`src/rtl/paint_canvas_clear.sv`:
```
// Canvas clear sequencer: sweeps addresses 0..LAST_ADDR writing one colour over a valid/ready port.
// Optional runtime colour input enabled with `define CLEAR_COLOR_EN; otherwise WHITE is written.
module paint_canvas_clear #(
    parameter int                 ADDR_W    = 12,
    parameter int                 DATA_W    = 24,
    parameter int                 LAST_ADDR = 4095,
    parameter logic [DATA_W-1:0]  WHITE     = {DATA_W{1'b1}}
) (
    input  logic              clk,
    input  logic              rst,
    input  logic              init,
    input  logic              abort,
    input  logic              wr_ready,
`ifdef CLEAR_COLOR_EN
    input  logic [DATA_W-1:0] clear_color,
`endif
    output logic              wr_en,
    output logic [ADDR_W-1:0] wr_addr,
    output logic [DATA_W-1:0] wr_data,
    output logic              busy,
    output logic              done
);

    typedef enum logic [1:0] {
        ST_IDLE  = 2'd0,
        ST_WRITE = 2'd1,
        ST_DONE  = 2'd2
    } state_t;

    localparam logic [ADDR_W-1:0] LAST_A = LAST_ADDR[ADDR_W-1:0];
    localparam logic [ADDR_W-1:0] ONE_A  = {{(ADDR_W-1){1'b0}}, 1'b1};
    localparam logic [ADDR_W-1:0] ZERO_A = {ADDR_W{1'b0}};
    localparam logic [DATA_W-1:0] ZERO_D = {DATA_W{1'b0}};

    state_t              state_r, state_s;
    logic [ADDR_W-1:0]   addr_r,  addr_s;
    logic [DATA_W-1:0]   data_r,  data_s;
    logic                wr_en_r, wr_en_s;
    logic                busy_r,  busy_s;
    logic                done_r,  done_s;
    logic [DATA_W-1:0]   color_src_s;

`ifdef CLEAR_COLOR_EN
    assign color_src_s = clear_color;
`else
    assign color_src_s = WHITE;
`endif

    // Next-state and next-output logic; every output is computed here and registered below.
    always_comb begin
        state_s = state_r;
        addr_s  = addr_r;
        data_s  = data_r;
        wr_en_s = wr_en_r;
        busy_s  = busy_r;
        done_s  = done_r;
        case (state_r)
            ST_IDLE: begin
                if (init) begin
                    state_s = ST_WRITE;
                    addr_s  = ZERO_A;
                    data_s  = color_src_s;
                    wr_en_s = 1'b1;
                    busy_s  = 1'b1;
                    done_s  = 1'b0;
                end else begin
                    state_s = ST_IDLE;
                    addr_s  = ZERO_A;
                    data_s  = ZERO_D;
                    wr_en_s = 1'b0;
                    busy_s  = 1'b0;
                    done_s  = 1'b0;
                end
            end
            ST_WRITE: begin
                // Abort wins over acceptance: a write taken on the abort edge is not counted.
                if (abort) begin
                    state_s = ST_IDLE;
                    addr_s  = ZERO_A;
                    data_s  = ZERO_D;
                    wr_en_s = 1'b0;
                    busy_s  = 1'b0;
                    done_s  = 1'b0;
                end else if (wr_ready) begin
                    if (addr_r == LAST_A) begin
                        state_s = ST_DONE;
                        wr_en_s = 1'b0;
                        busy_s  = 1'b0;
                        done_s  = 1'b1;
                    end else begin
                        state_s = ST_WRITE;
                        addr_s  = addr_r + ONE_A;
                    end
                end else begin
                    state_s = ST_WRITE;
                    addr_s  = addr_r;
                    data_s  = data_r;
                end
            end
            ST_DONE: begin
                if (init) begin
                    state_s = ST_DONE;
                    wr_en_s = 1'b0;
                    busy_s  = 1'b0;
                    done_s  = 1'b1;
                end else begin
                    state_s = ST_IDLE;
                    addr_s  = ZERO_A;
                    data_s  = ZERO_D;
                    wr_en_s = 1'b0;
                    busy_s  = 1'b0;
                    done_s  = 1'b0;
                end
            end
            default: begin
                state_s = ST_IDLE;
                addr_s  = ZERO_A;
                data_s  = ZERO_D;
                wr_en_s = 1'b0;
                busy_s  = 1'b0;
                done_s  = 1'b0;
            end
        endcase
    end

    // State and output registers, updated on the falling edge with synchronous reset.
    always_ff @(negedge clk) begin
        if (rst) begin
            state_r <= ST_IDLE;
            addr_r  <= ZERO_A;
            data_r  <= ZERO_D;
            wr_en_r <= 1'b0;
            busy_r  <= 1'b0;
            done_r  <= 1'b0;
        end else begin
            state_r <= state_s;
            addr_r  <= addr_s;
            data_r  <= data_s;
            wr_en_r <= wr_en_s;
            busy_r  <= busy_s;
            done_r  <= done_s;
        end
    end

    assign wr_en   = wr_en_r;
    assign wr_addr = addr_r;
    assign wr_data = data_r;
    assign busy    = busy_r;
    assign done    = done_r;

endmodule

```
`config.mk`:
```
export PLATFORM = sky130hd
export DESIGN_NAME = paint_canvas_clear
export DESIGN_NICKNAME = d
export VERILOG_FILES = /design/src/rtl/paint_canvas_clear.sv
export SDC_FILE = /design/constraint.sdc
export NUM_CORES = 1
export LEC_CHECK = 0
export CORE_MARGIN = 10
export CORE_UTILIZATION = 44
export CTS_CLUSTER_DIAMETER = 200
export DETAILED_ROUTE_END_ITERATION = 8
export HOLD_SLACK_MARGIN = 0.03
export PLACE_DENSITY_LB_ADDON = 0.2
export REMOVE_ABC_BUFFERS = 1
export SLEW_MARGIN = 20
export SYNTH_ARGS = -nofsm -noshare
export SYNTH_HDL_FRONTEND = slang
export SYNTH_SLANG_ARGS = --single-unit
```
`constraint.sdc`:
```
create_clock -name clk -period 2.2 [get_ports clk]
set_clock_uncertainty 0.2 [all_clocks]
set_input_delay 0.44 -clock clk [delete_from_list [all_inputs] [get_ports clk]]
set_output_delay 0.44 -clock clk [all_outputs]
set_load 0.05 [all_outputs]
```
==> results of run 1 <==
-- cell usage after synthesis, drive strengths merged --
cell type / count
buf: 29
dfxtp: 17
nand2: 14
inv: 10
nand3: 8
a31oi: 7
nor2: 6
or4: 6
a21oi: 5
ha: 5
nor3: 4
o211ai: 4
a221oi: 3
nand2b: 3
nand4: 3
nor4: 3
and4: 2
mux2i: 2
o21ai: 2
o311ai: 2
o31ai: 2
o41ai: 2
and2: 1
and2b: 1
and3: 1
clkbuf: 1
nand3b: 1
nor4b: 1
o22ai: 1
o32ai: 1
o41a: 1
or3: 1
or4b: 1
-- per-stage QoR --
step / std cells / instance area [um2] / TNS, ns / setup slack, ns
3_3_place_gp: 217 / 2040 / -26.44 / -1.14
3_5_place_dp: 217 / 2040 / -27.49 / -1.20
2_1_floorplan: 120 / 985 / -200.17 / -7.55
-- logic make-up after synthesis --
kind of cell	share of synthesized area
AO/OA/AOI/OAI	0.175
adder cells (fa/ha/maj)	0.0517
buffers and inverters	0.217
flip-flops	0.281
multiplexers	0.0165
AND/OR/NAND/NOR	0.259
==> flow_metrics.env, run 1 <==
export IMPL_postCtsSetupRepairBufs=16
export IMPL_first_error="[ERROR DPL-0033] detailed placement checks failed during check placement."
export IMPL_cts_max_path_buffers=2
export IMPL_ys_seq_elements=17
export IMPL_clock_sinks=17
export IMPL_yosys_warnings=0
export IMPL_ios=44
export IMPL_post_cts_resized_instances=79
export IMPL_yosysUniqueCellTypes=36
export IMPL_synth_area_leaders="dfxtp_1 (28%), buf_4 (16%), ha_1 (5.2%), nand2_1 (3.7%), or4_1 (3.7%)"
export IMPL_run_status="aborted with a tool error"
export IMPL_synth_largest_area_cell="dfxtp_1"
export IMPL_io_buffers=43
export IMPL_starting_density=0.475
export IMPL_h_tree_depth=1
export IMPL_yosysSeqAreaShare=0.281
export IMPL_lastStage="clock tree synthesis (4_1_cts)"
export IMPL_cts_root_buffer_cell="clkbuf_4"
export IMPL_row_count=18
export IMPL_synth_top_cell_area_share=0.281
export IMPL_detailedPlacementHpwl_mm=3.18
export IMPL_post_synth_inst_count=150
export IMPL_cts_hold_buffers=0
export IMPL_chipHeight_um=72.4
export IMPL_synth_area_per_cell_um2=8.07
export IMPL_routability_congestion_estimate=0.885
export IMPL_dieWidth_um=72.4
export IMPL_syn_cell_area_um2=1210
export IMPL_numCtsBuffers=3
==> inputs of run 2 (changes only) <==
CORE_AREA = 10 10 71 73   (was default)
CORE_MARGIN = default   (was 10)
CORE_UTILIZATION = default   (was 44)
CTS_CLUSTER_DIAMETER = default   (was 200)
DIE_AREA = 0 0 81 83   (was default)
HOLD_SLACK_MARGIN = default   (was 0.03)
PLACE_DENSITY_LB_ADDON = 0.15   (was 0.2)
==> flow_metrics.env, run 2 <==
export IMPL_run_status="finished with violations"
export IMPL_violations="negative setup slack"
export IMPL_dp_area_um2=2050
export IMPL_pd_cells_nw_per_um2=409
export IMPL_yosys_warnings=0
export IMPL_grt_remaining_overflow=0
export IMPL_synth_edf_count=0
export IMPL_number_of_antenna_violations_at_the_first_check_in_global_routing=0
export IMPL_vdd_ir_drop_worst_mv=0.277
export IMPL_final_number_of_max_transition_violations=0
export IMPL_hold_path_class="reg2reg"
export IMPL_detailedPlacementHpwl_mm=2.91
export IMPL_flow_area_growth_from_synthesis_pct=119
export IMPL_insertion_delay_ns=0.35
export IMPL_row_count=22
export IMPL_unrepaired_setup_endpoints_after_global_routing="yes"
export IMPL_starting_density=0.333
export IMPL_cts_root_buffer_cell="clkbuf_8"
export IMPL_routability_congestion_estimate=0.980
export IMPL_fraction_of_synthesis_flops_using_an_asynchronous_set_or_reset_pin=0
export IMPL_synth_area_leaders="dfxtp_1 (28%), buf_4 (16%), ha_1 (5.2%), nand2_1 (3.7%), or4_1 (3.7%)"
export IMPL_yosysSeqAreaShare=0.281
export IMPL_core_region_area_um2=3630
export IMPL_grt_pass1_vias=1563
export IMPL_maxCapViolations=0
export IMPL_tritoncts_clock_tree="built"
export IMPL_routed_via_count=1448
export IMPL_post_synth_inst_count=150
export IMPL_synth_area_per_cell_um2=8.07
export IMPL_cts_max_path_buffers=2
export IMPL_global_route_usage_total=0.143
export IMPL_endpoint_kind="primary output"
export IMPL_floorplan_die_area_um2=6720
export IMPL_h_tree_depth=1
export IMPL_finalInstanceArea_um2=2650
export IMPL_max_slew_margin=0.715
export IMPL_static_leakage_power_nw=1.05
export IMPL_synth_main_ff_cell="dfxtp_1"
export IMPL_criticalPathCategory="reg2out"
export IMPL_final_net_count=234
export IMPL_worstHoldPathCells=2
export IMPL_numCtsBuffers=3
export IMPL_syn_cell_area_um2=1210
export IMPL_dr_first_iter_drc_count=167
export IMPL_mostFrequentLayoutCells="buf_12 (41), inv_1 (27), buf_4 (21)"
export IMPL_clock_sinks=17
export IMPL_timing_hold_violations_final=0
export IMPL_io_buffers=43
export IMPL_diodes=0
export IMPL_setup_ws_ns=-0.630
export IMPL_chipHeight_um=83
export IMPL_route_antenna_remaining_nets=0
export IMPL_drive_above_1_share=0.601
export IMPL_detailedPlace_worstSlack_ns=-1.15
export IMPL_grt_start_max_net_pins=13
export IMPL_grt_pass1_wl_mm=7.71
export IMPL_startpoint_type="flop"
export IMPL_max_ffs_per_register=12
export IMPL_final_setup_viol_count=56
export IMPL_ys_seq_elements=17
export IMPL_via_per_inst=5.34
export IMPL_drt_drc_violations_left=0
export IMPL_cp_data_arrival_time_ns=2.19
export IMPL_worst_r2r_path_depth=7
export IMPL_dieWidth_um=81
export IMPL_synth_largest_area_cell="dfxtp_1"
export IMPL_synth_top_cell_area_share=0.281
export IMPL_most_frequent_cell_after_synthesis="buf_4"
export IMPL_wl_per_cell_um=17.6
export IMPL_ios=44
export IMPL_critical_path_required_ns=1.56
export IMPL_layout_cells_most_common="buf_12"
export IMPL_finish_cell_count_without_fillers=271
export IMPL_transition_time_at_the_pin_with_the_least_slew_margin_ns=0.426
export IMPL_number_of_cells_after_detailed_placement=234
export IMPL_clkTransAtPathRegs_ns=0.04
export IMPL_yosysUniqueCellTypes=36
export IMPL_totalWireLength_mm=4.78
export IMPL_drt_first_pass_iters=4
export IMPL_crit_path_max_fanout=6
export IMPL_synth_cells_most_frequent="buf_4 (26), dfxtp_1 (17), nand2_1 (12), inv_1 (10), nand3_1 (8)"
export IMPL_finalCoreUtilization=0.728
-- run 2: layer usage --
layer,vias to the layer above,part of all wire,wire length [um],global-route usage
met5,-,0,0,0
met4,0,0.026,123,0.0704
met3,13,0.13,611,0.0948
met2,74,0.49,2360,0.233
met1,685,0.35,1680,0.133
li1,676,-,-,-
-- run 2: final timing paths --
check,end,slack [ns],start
setup reg to reg,wr_addr[7],0.04,wr_addr[0]
hold reg to reg,done,0.32,done
setup / recovery,wr_data[9],-0.63,wr_data[22]
hold / removal,done,0.32,done
-- run 2: layout make-up --
class | instances | area (um2)
clock buffers | 3 | 41.3
clock inverters | 18 | 67.6
fillers | 251 | 987
inverters | 9 | 33.8
multi-input cells | 93 | 823
flip-flops and latches | 17 | 367
well taps | 48 | 60.1
repair buffers | 83 | 1250
-- run 2: stage by stage --
step	power, mW	hold WS [ns]	TNS [ns]
detailed placement	0.697	0.335	-27.79
finish	1.08	0.315	-24.38
CTS	1.06	0.297	-24.04
global placement	0.695	0.318	-26.52
floorplan	0.513	0.381	-200.17
global route	1.14	0.327	-26.27
-- run 2: report_power, final --
group / switching (mW) / internal (mW)
registers: 0.00887 / 0.313
logic: 0.197 / 0.184
clock network: 0.213 / 0.166
total: 0.419 / 0.662
-- run 2: what timing repair did --
item | 4_1_cts | 5_1_grt
cloned | 4 | 1
buffers inserted | 9 | 4
endpoints found under the setup margin | 56 | 56
hold buffers | 0 | 0
pin swaps | 26 | 17
gates resized for setup | 75 | 21
-- run 2: cells by family after synthesis --
family / synth area share
muxes: 0.0165
and+or+nand+nor: 0.259
AOI/OAI and AO/OA: 0.175
adders and majority gates: 0.0517
DFF: 0.281
buffers and inverters: 0.217
-- run 2: critical path, cell delays in order, from the launching register on --
cell and delay, ns:
dfxtp_4 0.42, clkbuf_16 0.19, buf_12 0.14
No activity file was read; power rests on OpenSTA's default activity.
==> inputs of run 3 (changes only) <==
ABC_AREA = 1   (was default)
GPL_TIMING_DRIVEN = 0   (was default)
MAX_ROUTING_LAYER = met4   (was default)
==> flow_metrics.env, run 3 <==
export IMPL_h_tree_depth=1
export IMPL_synth_area_per_cell_um2=6.68
export IMPL_endpoint_kind="primary output"
export IMPL_synthAdderAreaFrac=0.0542
export IMPL_max_slew_margin=0.721
export IMPL_grt_pass1_vias=1307
export IMPL_syn_cell_area_um2=1150
export IMPL_wl_per_cell_um=14.1
export IMPL_compound_gate_portion_of_the_synthesized_area=0.0975
export IMPL_clkTransAtPathRegs_ns=0.04
export IMPL_worst_path_dominant_cell_family="flip-flops"
export IMPL_number_of_cells_after_detailed_placement=237
export IMPL_yosys_warnings=0
export IMPL_row_count=22
export IMPL_unrepaired_setup_endpoints_after_global_routing="yes"
export IMPL_synth_main_ff_cell="dfxtp_1"
export IMPL_via_per_inst=4.57
export IMPL_critical_path_required_ns=1.56
export IMPL_cts_root_buffer_cell="clkbuf_8"
export IMPL_dieWidth_um=81
export IMPL_final_setup_viol_count=53
export IMPL_grt_start_max_net_pins=14
export IMPL_synth_area_mux_share=0
export IMPL_finalInstanceArea_um2=2150
export IMPL_detailedPlacementHpwl_mm=2.29
export IMPL_cp_data_arrival_time_ns=2.11
export IMPL_final_net_count=243
export IMPL_io_buffers=43
export IMPL_synthesized_area_fraction_occupied_by_xor_and_xnor_cells=0
export IMPL_yosysUniqueCellTypes=22
export IMPL_post_synth_inst_count=173
export IMPL_vdd_ir_drop_worst_mv=0.301
export IMPL_number_of_antenna_violations_at_the_first_check_in_global_routing=0
export IMPL_hold_path_class="reg2reg"
export IMPL_route_antenna_remaining_nets=0
export IMPL_synth_edf_count=0
export IMPL_tritoncts_clock_tree="built"
export IMPL_core_region_area_um2=3630
export IMPL_timing_hold_violations_final=0
export IMPL_criticalPathCategory="reg2out"
export IMPL_chipHeight_um=83
export IMPL_max_ffs_per_register=12
export IMPL_crit_path_max_fanout=13
export IMPL_totalWireLength_mm=3.95
export IMPL_final_fill_count=321
export IMPL_starting_density=0.318
export IMPL_layout_cells_most_common="nand2_1"
export IMPL_most_frequent_cell_after_synthesis="nand2_1"
export IMPL_drt_first_pass_iters=4
export IMPL_static_leakage_power_nw=0.983
export IMPL_run_status="finished with violations"
export IMPL_finish_cell_count_without_fillers=280
export IMPL_startpoint_type="flop"
export IMPL_yosysSeqAreaShare=0.295
export IMPL_transition_time_at_the_pin_with_the_least_slew_margin_ns=0.417
export IMPL_flow_area_growth_from_synthesis_pct=86.1
export IMPL_global_route_usage_total=0.116
export IMPL_numCtsBuffers=3
export IMPL_dp_area_um2=1440
export IMPL_synth_simple_gate_area_share=0.320
export IMPL_mostFrequentLayoutCells="nand2_1 (33), inv_1 (30), buf_6 (29)"
export IMPL_grt_remaining_overflow=0
export IMPL_clock_sinks=17
export IMPL_drive_above_1_share=0.552
export IMPL_setup_ws_ns=-0.554
export IMPL_pd_cells_nw_per_um2=476
export IMPL_maxCapViolations=0
export IMPL_total_power_mw=1.02
export IMPL_diodes=0
export IMPL_final_number_of_max_transition_violations=0
export IMPL_crit_chain="buf_12, buf_6"
export IMPL_ys_seq_elements=17
export IMPL_drt_drc_violations_left=0
export IMPL_synth_top_cell_area_share=0.295
export IMPL_timing_critical_path_buf_inv=2
export IMPL_floorplan_die_area_um2=6720
export IMPL_routed_via_count=1280
export IMPL_synth_area_leaders="dfxtp_1 (29%), buf_4 (16%), nand2_1 (13%), nor2_1 (6.8%), ha_1 (5.4%)"
export IMPL_routability_congestion_estimate=0.786
export IMPL_insertion_delay_ns=0.34
export IMPL_dr_first_iter_drc_count=70
export IMPL_grt_pass1_wl_mm=6.17
export IMPL_ios=44
export IMPL_violations="negative setup slack"
export IMPL_cts_max_path_buffers=2
export IMPL_critPathSlowestCell="dfxtp_4"
export IMPL_synth_cells_most_frequent="nand2_1 (40), buf_4 (25), nor2_1 (21), dfxtp_1 (17), inv_1 (16)"
export IMPL_fraction_of_synthesis_flops_using_an_asynchronous_set_or_reset_pin=0
export IMPL_max_stage_delay_ns=0.36
export IMPL_synth_largest_area_cell="dfxtp_1"
export IMPL_cts_hold_buffers=0
export IMPL_largest_family_of_logic_cells_by_synthesized_area="simple AND/OR/NAND/NOR gates"
-- run 3: final cells by class --
| class | count | area, um2 | share of cell area |
|---|---|---|---|
| multi-input cells | 114 | 773 | 0.360 |
| repair buffers | 63 | 734 | 0.342 |
| flip-flops and latches | 17 | 394 | 0.183 |
| inverters | 17 | 78.8 | 0.0367 |
| clock inverters | 18 | 67.6 | 0.0314 |
| well taps | 48 | 60.1 | 0.0279 |
| clock buffers | 3 | 41.3 | 0.0192 |
-- run 3: power by group --
group,total [mW],switching (mW),internal [mW],leakage [nW]
combinational,0.349,0.224,0.124,0.717
sequential,0.307,0.00626,0.301,0.149
clock,0.368,0.203,0.166,0.117
total,1.02,0.433,0.591,0.983
-- run 3: path summary, 6_finish.rpt --
check | slack (ns) | to | start | cells after the start
hold / removal | 0.31 | done | done | 2
setup / recovery | -0.55 | wr_data[14] | wr_data[22] | 2
hold reg to reg | 0.31 | done | done | 2
setup reg to reg | 0.22 | busy | wr_addr[0] | 11
-- run 3: routing by layer --
metal,wire length [um],vias up,GRT usage,share of wire
met2,2100,32,0.195,0.53
met3,209,10,0.0463,0.053
li1,-,642,-,-
met4,79,0,0.0532,0.020
met1,1560,596,0.112,0.40
met5,0,-,-,0
-- run 3: repair_timing --
action | CTS | global route
buffers inserted | 17 | 2
cloned | 3 | 1
pin swaps | 17 | 15
resized for setup | 383 | 23
endpoints found under the setup margin | 56 | 56
endpoints found under the hold margin | 0 | 0
-- run 3: worst reg2reg max path: stages, from the launching register on --
cell and delay, ns:
dfxtp_4 0.35, buf_4 0.13, ha_1 0.19, nand2_1 0.11, nor2_2 0.19, nand2_1 0.14, inv_2 0.10, nand3_1 0.15
nand2_4 0.12, inv_2 0.04, nor2_2 0.09, nor2_1 0.05
-- run 3: cells by family (layout without fill, tap and decap cells) --
| group | after synthesis | count (layout) |
|---|---|---|
| simple gates | 85 | 88 |
| buf+inv | 45 | 101 |
| compound gates | 21 | 21 |
| flops | 17 | 17 |
| fa+ha+maj | 5 | 5 |
-- run 3: through the flow --
stage	worst slack [ns]	hold slack, ns	setup TNS [ns]	util
2_1_floorplan	-7.55	0.425	-201.18	-
6_report	-0.554	0.312	-19.85	0.592
5_1_grt	-0.575	0.359	-21.71	0.592
3_5_place_dp	-1.56	0.311	-65.03	0.397
3_3_place_gp	-1.57	0.294	-63.30	0.397
4_1_cts	-0.549	0.338	-18.79	0.565
==> inputs of run 4 (changes only) <==
GPL_ROUTABILITY_DRIVEN = 0   (was default)
GPL_TIMING_DRIVEN = default   (was 0)
SLEW_MARGIN = 25   (was 20)
==> flow_metrics.env, run 4 (synthesized netlist as in run 3, its figures left out) <==
export IMPL_criticalPathCategory="reg2out"
export IMPL_dieWidth_um=81
export IMPL_mostFrequentLayoutCells="buf_12 (41), inv_1 (30), buf_4 (30)"
export IMPL_core_region_area_um2=3630
export IMPL_vdd_ir_drop_worst_mv=0.346
export IMPL_global_route_usage_total=0.127
export IMPL_final_setup_viol_count=51
export IMPL_dr_first_iter_drc_count=84
export IMPL_dp_area_um2=2030
export IMPL_setup_ws_ns=-0.632
export IMPL_transition_time_at_the_pin_with_the_least_slew_margin_ns=0.368
export IMPL_timing_hold_violations_final=0
export IMPL_insertion_delay_ns=0.33
export IMPL_starting_density=0.318
export IMPL_hold_path_class="reg2reg"
export IMPL_row_count=22
export IMPL_max_ffs_per_register=12
export IMPL_totalWireLength_mm=4.44
export IMPL_tritoncts_clock_tree="built"
export IMPL_run_status="finished with violations"
export IMPL_detailedPlacementHpwl_mm=2.70
export IMPL_static_leakage_power_nw=1.16
export IMPL_diodes=0
export IMPL_cp_data_arrival_time_ns=2.19
export IMPL_io_buffers=43
export IMPL_cts_root_buffer_cell="clkbuf_8"
export IMPL_max_slew_margin=0.754
export IMPL_numCtsBuffers=3
export IMPL_hold_ws_ns=0.334
export IMPL_startpoint_type="flop"
export IMPL_clock_sinks=17
export IMPL_ios=44
export IMPL_floorplan_die_area_um2=6720
export IMPL_maxCapViolations=0
export IMPL_wl_per_cell_um=14.9
export IMPL_cts_hold_buffers=0
export IMPL_crit_path_max_fanout=6
export IMPL_pd_cells_nw_per_um2=435
export IMPL_flow_area_growth_from_synthesis_pct=125
export IMPL_grt_start_max_net_pins=13
export IMPL_layout_cells_most_common="buf_12"
export IMPL_unrepaired_setup_endpoints_after_global_routing="yes"
export IMPL_drt_drc_violations_left=0
export IMPL_number_of_antenna_violations_at_the_first_check_in_global_routing=0
export IMPL_grt_pass1_vias=1458
export IMPL_grt_pass1_wl_mm=6.84
export IMPL_routed_via_count=1388
export IMPL_h_tree_depth=1
export IMPL_total_power_mw=1.13
export IMPL_cts_max_path_buffers=2
export IMPL_drive_above_1_share=0.596
export IMPL_clkTransAtPathRegs_ns=0.04
export IMPL_via_per_inst=4.66
export IMPL_endpoint_kind="primary output"
export IMPL_violations="negative setup slack"
export IMPL_route_antenna_remaining_nets=0
export IMPL_final_net_count=261
export IMPL_critical_path_required_ns=1.56
export IMPL_finalInstanceArea_um2=2600
export IMPL_drt_first_pass_iters=4
export IMPL_final_number_of_max_transition_violations=0
export IMPL_chipHeight_um=83
export IMPL_grt_remaining_overflow=0
-- run 4: worst paths after layout --
check                   start    endpoint  slack, ns  cells past startpoint
setup / recovery  wr_data[22]  wr_data[4]      -0.63                      2
hold / removal           done        done       0.33                      2
setup reg to reg   wr_addr[0]        busy       0.17                     12
hold reg to reg          done        done       0.33                      2
-- run 4: where the power goes --
group | switching (mW) | internal (mW) | leakage, nW
clock network | 0.185 | 0.165 | 0.117
logic | 0.242 | 0.215 | 0.896
registers | 0.0105 | 0.316 | 0.146
-- run 4: layer usage --
metal / share of wire / GRT usage / vias to the layer above / wire, um
met2: 0.57 / 0.223 / 34 / 2550
met4: 0.014 / 0.0329 / 0 / 60
li1: - / - / 683 / -
met3: 0.042 / 0.0442 / 8 / 188
met5: 0 / - / - / 0
met1: 0.37 / 0.129 / 663 / 1640
-- run 4: area by class of cell --
| class | count | area, um2 |
|---|---|---|
| clock buffer | 3 | 41.3 |
| clock inverter | 18 | 67.6 |
| fill | 263 | 1030 |
| inverter | 17 | 66.3 |
| multi-input combinational | 114 | 791 |
| sequential | 17 | 364 |
| tap | 48 | 60.1 |
| timing repair buffer | 81 | 1210 |
-- run 4: repair_timing --
action	in CTS	in global routing
setup endpoints to repair	56	55
resized for setup	81	21
buffers inserted	8	4
pin swaps	17	12
cloned	5	1
endpoints found under the hold margin	0	0
-- run 4: critical path, stage by stage (launching register included) --
cell and delay (ns):
dfxtp_4 0.43, clkbuf_16 0.19, buf_12 0.14
-- run 4: through the flow --
stage,util,TNS [ns],setup slack (ns),cells
floorplan,-,-201.18,-7.55,146
global placement,0.558,-23.99,-0.932,261
detailed placement,0.558,-25.33,-0.971,261
CTS,0.677,-20.65,-0.644,293
global route,0.716,-22.62,-0.673,298
finish,0.716,-20.71,-0.632,298
